## src/rtl/cpu_pkg.sv

```systemverilog
// Shared constants and types for the MIPS pipeline front end.
// The fetch queue carries each instruction together with its PC+4.
package cpu_pkg;

  localparam int WORD_W = 32;

  localparam logic [WORD_W-1:0] RESET_PC_DEFAULT = 32'h0000_0000;
  localparam logic [WORD_W-1:0] INSTR_NOP        = 32'h0000_0000;
  localparam logic [WORD_W-1:0] PC_INC           = 32'd4;

  typedef struct packed {
    logic [WORD_W-1:0] instr;
    logic [WORD_W-1:0] pc_plus4;
  } fetch_entry_t;

endpackage

```

## src/rtl/fetch_fifo.sv

```systemverilog
// Prefetch queue between the PC/memory port and decode.
// Flush wins over push and pop; push and pop in the same cycle are legal when full.
module fetch_fifo
  import cpu_pkg::*;
#(
  parameter int DEPTH = 2
) (
  input  logic                     clk,
  input  logic                     reset,
  input  logic                     push,
  input  logic                     pop,
  input  logic                     flush,
  input  fetch_entry_t             data,
  output fetch_entry_t             head,
  output logic [$clog2(DEPTH):0]   count,
  output logic                     empty,
  output logic                     full
);

  localparam int AW = $clog2(DEPTH);
  localparam int CW = AW + 1;

  fetch_entry_t   mem_q [DEPTH];
  fetch_entry_t   mem_d [DEPTH];
  logic [AW-1:0]  rd_ptr_q, rd_ptr_d;
  logic [AW-1:0]  wr_ptr_q, wr_ptr_d;
  logic [CW-1:0]  count_q, count_d;
  logic           do_push, do_pop;

  assign empty = (count_q == '0);
  assign full  = (count_q == CW'(DEPTH));
  assign count = count_q;
  assign head  = mem_q[rd_ptr_q];

  // NOTE: every signal gets a default first so no path leaves it unassigned (no latch).
  always_comb begin
    mem_d    = mem_q;
    rd_ptr_d = rd_ptr_q;
    wr_ptr_d = wr_ptr_q;
    count_d  = count_q;
    do_push  = push & (~full | pop);
    do_pop   = pop & ~empty;
    if (flush) begin
      rd_ptr_d = '0;
      wr_ptr_d = '0;
      count_d  = '0;
    end else begin
      if (do_push) begin
        mem_d[wr_ptr_q] = data;
        wr_ptr_d        = wr_ptr_q + AW'(1);
      end
      if (do_pop) begin
        rd_ptr_d = rd_ptr_q + AW'(1);
      end
      count_d = count_q + CW'(do_push) - CW'(do_pop);
    end
  end

  // NOTE: non-blocking assignments so every flop samples pre-edge values.
  always_ff @(posedge clk or posedge reset) begin
    if (reset) begin
      // NOTE: storage is reset too, so the head port never shows X to decode.
      for (int i = 0; i < DEPTH; i++) mem_q[i] <= '0;
      rd_ptr_q <= '0;
      wr_ptr_q <= '0;
      count_q  <= '0;
    end else begin
      mem_q    <= mem_d;
      rd_ptr_q <= rd_ptr_d;
      wr_ptr_q <= wr_ptr_d;
      count_q  <= count_d;
    end
  end

endmodule

```

## src/rtl/fetch_stage.sv

```systemverilog
// MIPS IF stage: owns the PC, fetches one word per cycle into a prefetch
// queue and presents the queue head to decode with a valid/stall handshake.
module fetch_stage
  import cpu_pkg::*;
#(
  parameter int                DEPTH    = 2,
  parameter logic [WORD_W-1:0] RESET_PC = RESET_PC_DEFAULT
) (
  input  logic              clk,
  input  logic              reset,
  output logic [WORD_W-1:0] instructionAddress,
  input  logic [WORD_W-1:0] instruction,
  input  logic              stall,
  input  logic              redirect_valid,
  input  logic [WORD_W-1:0] redirect_target,
  output logic              if_id_valid,
  output logic [WORD_W-1:0] if_id_instr,
  output logic [WORD_W-1:0] if_id_pc_plus4,
  output logic              misalign_err,
  output logic [WORD_W-1:0] fetch_count
);

  logic [WORD_W-1:0]    pc_q, pc_d;
  logic [WORD_W-1:0]    fetch_count_q, fetch_count_d;
  logic                 misalign_q, misalign_d;
  fetch_entry_t         hold_q, hold_d;
  fetch_entry_t         push_data, fifo_head, head_out;
  logic [$clog2(DEPTH):0] fifo_count;
  logic                 fifo_empty, fifo_full;
  logic                 enq, deq;

  fetch_fifo #(.DEPTH(DEPTH)) u_fifo (
    .clk   (clk),
    .reset (reset),
    .push  (enq),
    .pop   (deq),
    .flush (redirect_valid),
    .data  (push_data),
    .head  (fifo_head),
    .count (fifo_count),
    .empty (fifo_empty),
    .full  (fifo_full)
  );

  assign instructionAddress = pc_q;
  assign if_id_valid        = (fifo_count != '0);
  assign deq                = if_id_valid & ~stall;
  assign enq                = ~redirect_valid & (~fifo_full | deq);
  assign push_data          = '{instr: instruction, pc_plus4: pc_q + PC_INC};

  // An empty queue keeps showing the last head so decode never sees X.
  assign head_out       = fifo_empty ? hold_q : fifo_head;
  assign if_id_instr    = head_out.instr;
  assign if_id_pc_plus4 = head_out.pc_plus4;
  assign misalign_err   = misalign_q;
  assign fetch_count    = fetch_count_q;

  always_comb begin
    pc_d          = pc_q;
    fetch_count_d = fetch_count_q;
    misalign_d    = misalign_q;
    hold_d        = head_out;
    if (redirect_valid) begin
      pc_d       = {redirect_target[WORD_W-1:2], 2'b00};
      misalign_d = misalign_q | (redirect_target[1:0] != 2'b00);
    end else if (enq) begin
      pc_d          = pc_q + PC_INC;
      fetch_count_d = fetch_count_q + 32'd1;
    end
  end

  always_ff @(posedge clk or posedge reset) begin
    if (reset) begin
      pc_q          <= RESET_PC;
      fetch_count_q <= '0;
      misalign_q    <= 1'b0;
      hold_q        <= '{instr: INSTR_NOP, pc_plus4: '0};
    end else begin
      pc_q          <= pc_d;
      fetch_count_q <= fetch_count_d;
      misalign_q    <= misalign_d;
      hold_q        <= hold_d;
    end
  end

endmodule

```

## config.mk

```make
export PLATFORM = sky130hd
export DESIGN_NAME = fetch_stage
export DESIGN_NICKNAME = d
export VERILOG_FILES = /design/src/rtl/cpu_pkg.sv /design/src/rtl/fetch_fifo.sv /design/src/rtl/fetch_stage.sv
export SDC_FILE = /design/constraint.sdc
export NUM_CORES = 1
export LEC_CHECK = 0
export CAP_MARGIN = 20
export CELL_PAD_IN_SITES_DETAIL_PLACEMENT = 2
export CELL_PAD_IN_SITES_GLOBAL_PLACEMENT = 2
export CORE_MARGIN = 2
export CORE_UTILIZATION = 37
export DETAILED_ROUTE_END_ITERATION = 10
export PLACE_DENSITY_LB_ADDON = 0.1
export SYNTH_ARGS = -nofsm -noshare
export SYNTH_HDL_FRONTEND = slang
export SYNTH_SLANG_ARGS = --single-unit
```

## constraint.sdc

```tcl
create_clock -name clk -period 14.8 [get_ports clk]
set_input_delay 2.96 -clock clk [delete_from_list [all_inputs] [get_ports clk]]
set_output_delay 2.96 -clock clk [all_outputs]
set_load 0.05 [all_outputs]
```

### After elaboration in Yosys (flattened, before gate mapping)

Cells that the tools add are included.

| word-level totals | value |
|---|---|
| bits in registers | 261 |

| operators by class | value |
|---|---|
| $add $sub $neg | 6 |
| order comparisons | 3 |
| equal/unequal tests | 1 |
| multiplexer cells | 14 |
| bitwise logic cells | 12 |
| reduce and logical (&&, ||, !) cells | 9 |

Operator list:

| kind | count |
|---|---|
| 64-bit two-way mux | 5 |
| 128-bit bitwise mux | 1 |
| 64-bit demux with 1-bit select | 1 |
| 32-bit two-way mux | 2 |
| 32-bit by 1-bit adder with 32-bit output, second input constant | 1 |
| 32-bit by 3-bit adder with 32-bit output, second input constant | 1 |
| 2-bit nonzero test | 5 |
| 1-bit AND | 4 |
| 2-bit greater-or-equal comparator, second input constant | 2 |
| 1-bit two-way mux | 4 |
| 1-bit NOT | 4 |
| 1-bit NOT with 2-bit output | 2 |
| 2-bit AND reduction | 2 |
| 1-bit adder, second input constant | 2 |
| 2-bit by 1-bit adder with 2-bit output | 1 |
| 2-bit equality test, second input constant | 1 |
| 2-bit zero test | 1 |
| 2-bit by 1-bit less-than comparator with 1-bit output, second input constant | 1 |
| 2-bit two-way mux | 1 |
| 1-bit OR | 2 |
| 2-bit by 1-bit subtractor with 2-bit output | 1 |
| 1-bit logical AND | 1 |

### Depth between registers and ports, before layout

| logic depth | value |
|---|---|
| depth in word-level cells | 8 |
| gate-level depth with buffers | 9 |
| gate-level depth less buffers | 8 |

### Modules after synthesis

Synthesis repeated with hierarchy kept, for this count alone.

| second synthesis, totals | value |
|---|---|
| cells, all modules | 904 |
| area, all modules | 12042.8 µm² |

By module, submodules not included:

| module | instances | cells each | area each (µm²) | seq. area each (µm²) |
|---|---|---|---|---|
| fetch_stage | 1 | 537 | 6057.1 | 3178.0 |
| fetch_fifo | 1 | 367 | 5985.7 | 3303.2 |

### Least setup slack after synthesis

OpenSTA, ideal clock, no wires.

| path | value |
|---|---|
| kind | flip-flop to output port |
| from | register u_fifo.rd_ptr_q |
| to | output port if_id_instr[0] |
| arrival time | 2.350 ns |
| path slack | 9.490 ns |
| stages on the path, launching flop included | 5 |
| cells stage by stage | dfrtp_1 > clkbuf_1 > buf_1 > mux2i_1 > o21ai_0 |

| on the way | value |
|---|---|
| longest elaborated chain between the ends | 5 |

RTL lines:

| element | line | text |
|---|---|---|
| start, declared | fetch_fifo.sv:25 | `logic [AW-1:0] rd_ptr_q, rd_ptr_d;` |
| start signal, assigned | fetch_fifo.sv:69 | `rd_ptr_q <= rd_ptr_d;` |
| 1-bit NOT with 2-bit output (not written as such) | fetch_fifo.sv:33 | `assign head = mem_q[rd_ptr_q];` |
| 64-bit two-way mux (not written as such) (3 in series) | fetch_fifo.sv:33 |  |
| 64-bit two-way mux | fetch_stage.sv:52 | `assign head_out = fifo_empty ? hold_q : fifo_head;` |
| end, declared | fetch_stage.sv:17 | `output logic [WORD_W-1:0] if_id_instr,` |

No other way between the ends. The select of a mux whose other input is x is not followed.

### Final worst setup path

| path | value |
|---|---|
| from | register u_fifo.rd_ptr_q |
| to | output port if_id_pc_plus4[12] |

| on the way | value |
|---|---|
| longest elaborated chain between the ends | 5 |

RTL lines:

| element | line | text |
|---|---|---|
| 1-bit NOT with 2-bit output (not written as such) | fetch_fifo.sv:33 |  |
| 64-bit two-way mux (not written as such) (3 in series) | fetch_fifo.sv:33 |  |
| 64-bit two-way mux | fetch_stage.sv:52 |  |
| end, declared | fetch_stage.sv:18 | `output logic [WORD_W-1:0] if_id_pc_plus4,` |

No other way between the ends. The select of a mux whose other input is x is not followed.

==> flow_metrics.tcl <==
set metrics [dict create \
    die-area_mm2 0.03160 \
    final_area_mm2 0.01443 \
    ioPinCount 198 \
    fmax_mhz 157.0 \
    rsz0062_at_grt "false" \
    cts.path.max_buffers 3 \
    power.share.clock 0.218 \
    num_vias 8166 \
    post_drt_wl_per_cell_um 19.29 \
    cp_max_fo 34 \
    postCtsSetupBuffers 0 \
    dp_hpwl_um 20260 \
    power_frac_comb 0.445 \
    synth_top_area_frac 0.5712 \
    drt_iter0_drc 342 \
    synth_area_mm2 0.01117 \
    yosysTopAreaCell "dfrtp_1" \
    min_period_over_period 0.4304 \
    nNetsFinal 1268 \
    top_usage_layer "met2" \
    slew_headroom 0.2928 \
    cap_violations 0 \
    clock_latency_ns 0.56 \
    internal_power_mw 1.863 \
    grt_usage 0.1997 \
    synth_area_leaders "dfrtp_1 (57%), mux2_2 (7.0%), o21ai_0 (6.6%)" \
    cp-end-kind "output port" \
    synth_cells 1022 \
    htreeDepth 1 \
    row_count 63 \
    post-route-min-period_ns 6.370 \
    first_pass_iters 4 \
    grt_max_degree 135 \
    startpoint_type "register" \
    multi_input_area_mm2 0.004521 \
    grt_overflow_total 0 \
    nFillCells 3006 \
    die_w_um 177.8 \
    use_met2 0.3254 \
    yosysMostFrequentCell "dfrtp_1" \
    critical_path.top_delay_family "buffers and inverters" \
    antenna_found_initial 0 \
    cp_cell_sequence "buf_4, mux2i_1, o21ai_0, clkdlybuf4s50_1" \
    p_leak_nw 5.989 \
    drive_gt1_frac 0.1110 \
    grt_pass1_vias 8976 \
    crit_start "u_fifo.rd_ptr_q$_DFFE_PP0P_" \
    synthFlopType "dfrtp_1" \
    cts_tree "done" \
    cts_root_buf "clkbuf_16" \
    regArea_mm2 0.006385 \
    p_seq_frac 0.337 \
    synth_common_cells "dfrtp_1 (255), nand2_1 (176), o21ai_0 (148)" \
    cts_buffers 30 \
    cts_sinks 255 \
    ys_types 39 \
    min_path_type "reg2reg" \
    swShare 0.4311 \
    grt_use_met1 0.2810 \
    required_ns 11.84 \
    async_flop_share 1.000 \
    status "completed" \
    finalSetupViolCount 0 \
    initial_core_util 0.3759 \
    drv_slew 0 \
    cts_resized 0 \
    cts_hold_buf 0 \
    yosys_warnings 0 \
    yosysSeqAreaShare 0.5712 \
    chipHeight_um 177.8 \
    avgSynthCellArea_um2 10.93 \
    hold_start "fetch_count[31]$_DFFE_PP0P_" \
    r2r_start "instructionAddress[2]$_DFFE_PP0P_" \
    use_met3 0.02978 \
    arrival_ns 3.41 \
    viasPerCell 5.082 \
    worst_pin_slew_ns 1.052 \
    place_area_mm2 0.01346 \
    finalHoldViolations 0 \
    drtAntennaViolNets 0 \
    irDropWorstVdd_v 0.00009246 \
    clock_skew_ns 0.01270 \
    cp_slowest_cell "clkdlybuf4s50_1" \
    core-area_mm2 0.02972 \
    area_delta_synth_final_pct 29.20 \
    switchingPower_mw 1.412 \
    worstSetupPathType "reg2out" \
    synth-seq-cells 255 \
    synth_edf_count 0 \
    critPathBufInv 2 \
    grt_pass1_wl_um 50090 \
    drc_errors 0 \
    cpPeakStageDelay_ns 0.88 \
    rrSetupSlack_ns 11.84 \
    wl_um 30990 \
    power.density_mw_per_mm2 226.9 \
    portBuffers 195 \
    cts.clk_slew.worst_paths_ns 0.06 \
    gp_congestion 0.7885 \
    fin_setup_tns_ns 0 \
]
[final timing paths]
check,endpoint,cells after the start
min reg2reg,fetch_count[31]$_DFFE_PP0P_,1
min,fetch_count[31]$_DFFE_PP0P_,1
max in group asynchronous,u_fifo.rd_ptr_q$_DFFE_PP0P_,3
min in group asynchronous,hold_q[56]$_DFF_PP0_,2
max,if_id_pc_plus4[12],4
max reg2reg,u_fifo.mem_q[86]$_DFFE_PP0P_,6
[layout make-up]
class                   count  share of cell area
flip-flops and latches    255              0.4424
multi-input cells         695              0.3132
repair buffers            204              0.1418
clock buffers              43             0.05817
well taps                 390             0.03381
clock inverters             9            0.007368
inverters                  10            0.003121
diodes                      1           0.0001734
[layer usage]
layer	up-vias	part of all wire
met2	168	0.47
met4	0	0.020
met5	-	0
met1	4132	0.47
met3	40	0.040
li1	3826	-
[metrics by stage]
stage | power, mW | instances | util | worst slack, ns | hold WS, ns
6_report | 3.275 | 1607 | 0.4857 | 8.430 | 0.4787
5_1_grt | 3.465 | 1606 | 0.4856 | 8.274 | 0.4895
4_1_cts | 3.319 | 1605 | 0.4847 | 8.364 | 0.4775
3_5_place_dp | 2.572 | 1553 | 0.4529 | 9.010 | 0.4657
3_3_place_gp | 2.526 | 1553 | 0.4529 | 9.053 | 0.4536
2_1_floorplan | 2.063 | 1023 | - | 4.827 | 0.4492
[power by group through the flow]
stage | Sequential (mW) | Combinational, mW | Clock [mW]
after floorplan | 1.11 | 0.955 | 0
after global placement | 1.10 | 1.43 | 0
after detailed placement | 1.12 | 1.46 | 0
after CTS | 1.11 | 1.47 | 0.739
after global routing | 1.14 | 1.56 | 0.763
final | 1.10 | 1.46 | 0.714
[worst reg2reg max path, stage by stage (launching register included)]
cell,delay (ns)
dfrtp_1,0.52
ha_1,0.44
nand3_1,0.19
nor4_2,0.83
nand4_1,0.21
xnor2_1,0.46
mux2_2,0.26
[sequential cells by signal (all words and copies together), names as in the netlist]
| name | flops |
|---|---|
| u_fifo.count | 2 |
| misalign_err | 1 |
| u_fifo.wr_ptr_q | 1 |
| instructionAddress | 30 |
| u_fifo.rd_ptr_q | 1 |
| u_fifo.mem_q | 124 |
| fetch_count | 32 |
| hold_q | 64 |
[kinds of logic after synthesis]
| logic type | after synthesis | share of synthesized area |
|---|---|---|
| AOI/OAI and AO/OA | 150 | 0.06753 |
| xor gates and xnor gates | 91 | 0.07201 |
| adders and majority gates | 4 | 0.004480 |
| buffers and inverters | 73 | 0.02688 |
| and+or+nand+nor | 316 | 0.1316 |
| muxes | 132 | 0.1260 |
| other | 1 | 0.0003357 |
| DFF | 255 | 0.5712 |
[cell usage in the layout, fill, tap and decap left out, types with 4 or more instances in the layout]
cell,netlist,final
dfrtp_1,255,254
clkdlybuf4s50_1,0,194
nand2_1,176,175
o21ai_0,148,148
mux2_2,69,69
mux2i_1,63,63
xor2_1,45,45
xnor2_1,45,45
nand3_1,38,38
clkbuf_16,0,30
nor2_1,28,27
nand4_1,22,22
inv_1,10,9
clkbuf_1,50,9
and2_1,8,8
and3_1,7,7
buf_4,2,7
clkinv_2,0,6
nor3_1,5,5
nand2b_1,5,5
nor4_2,3,4
and4_1,4,4
nor4_1,5,4
ha_1,4,4
clkbuf_8,0,4
No activity file was read; power rests on OpenSTA's default activity.
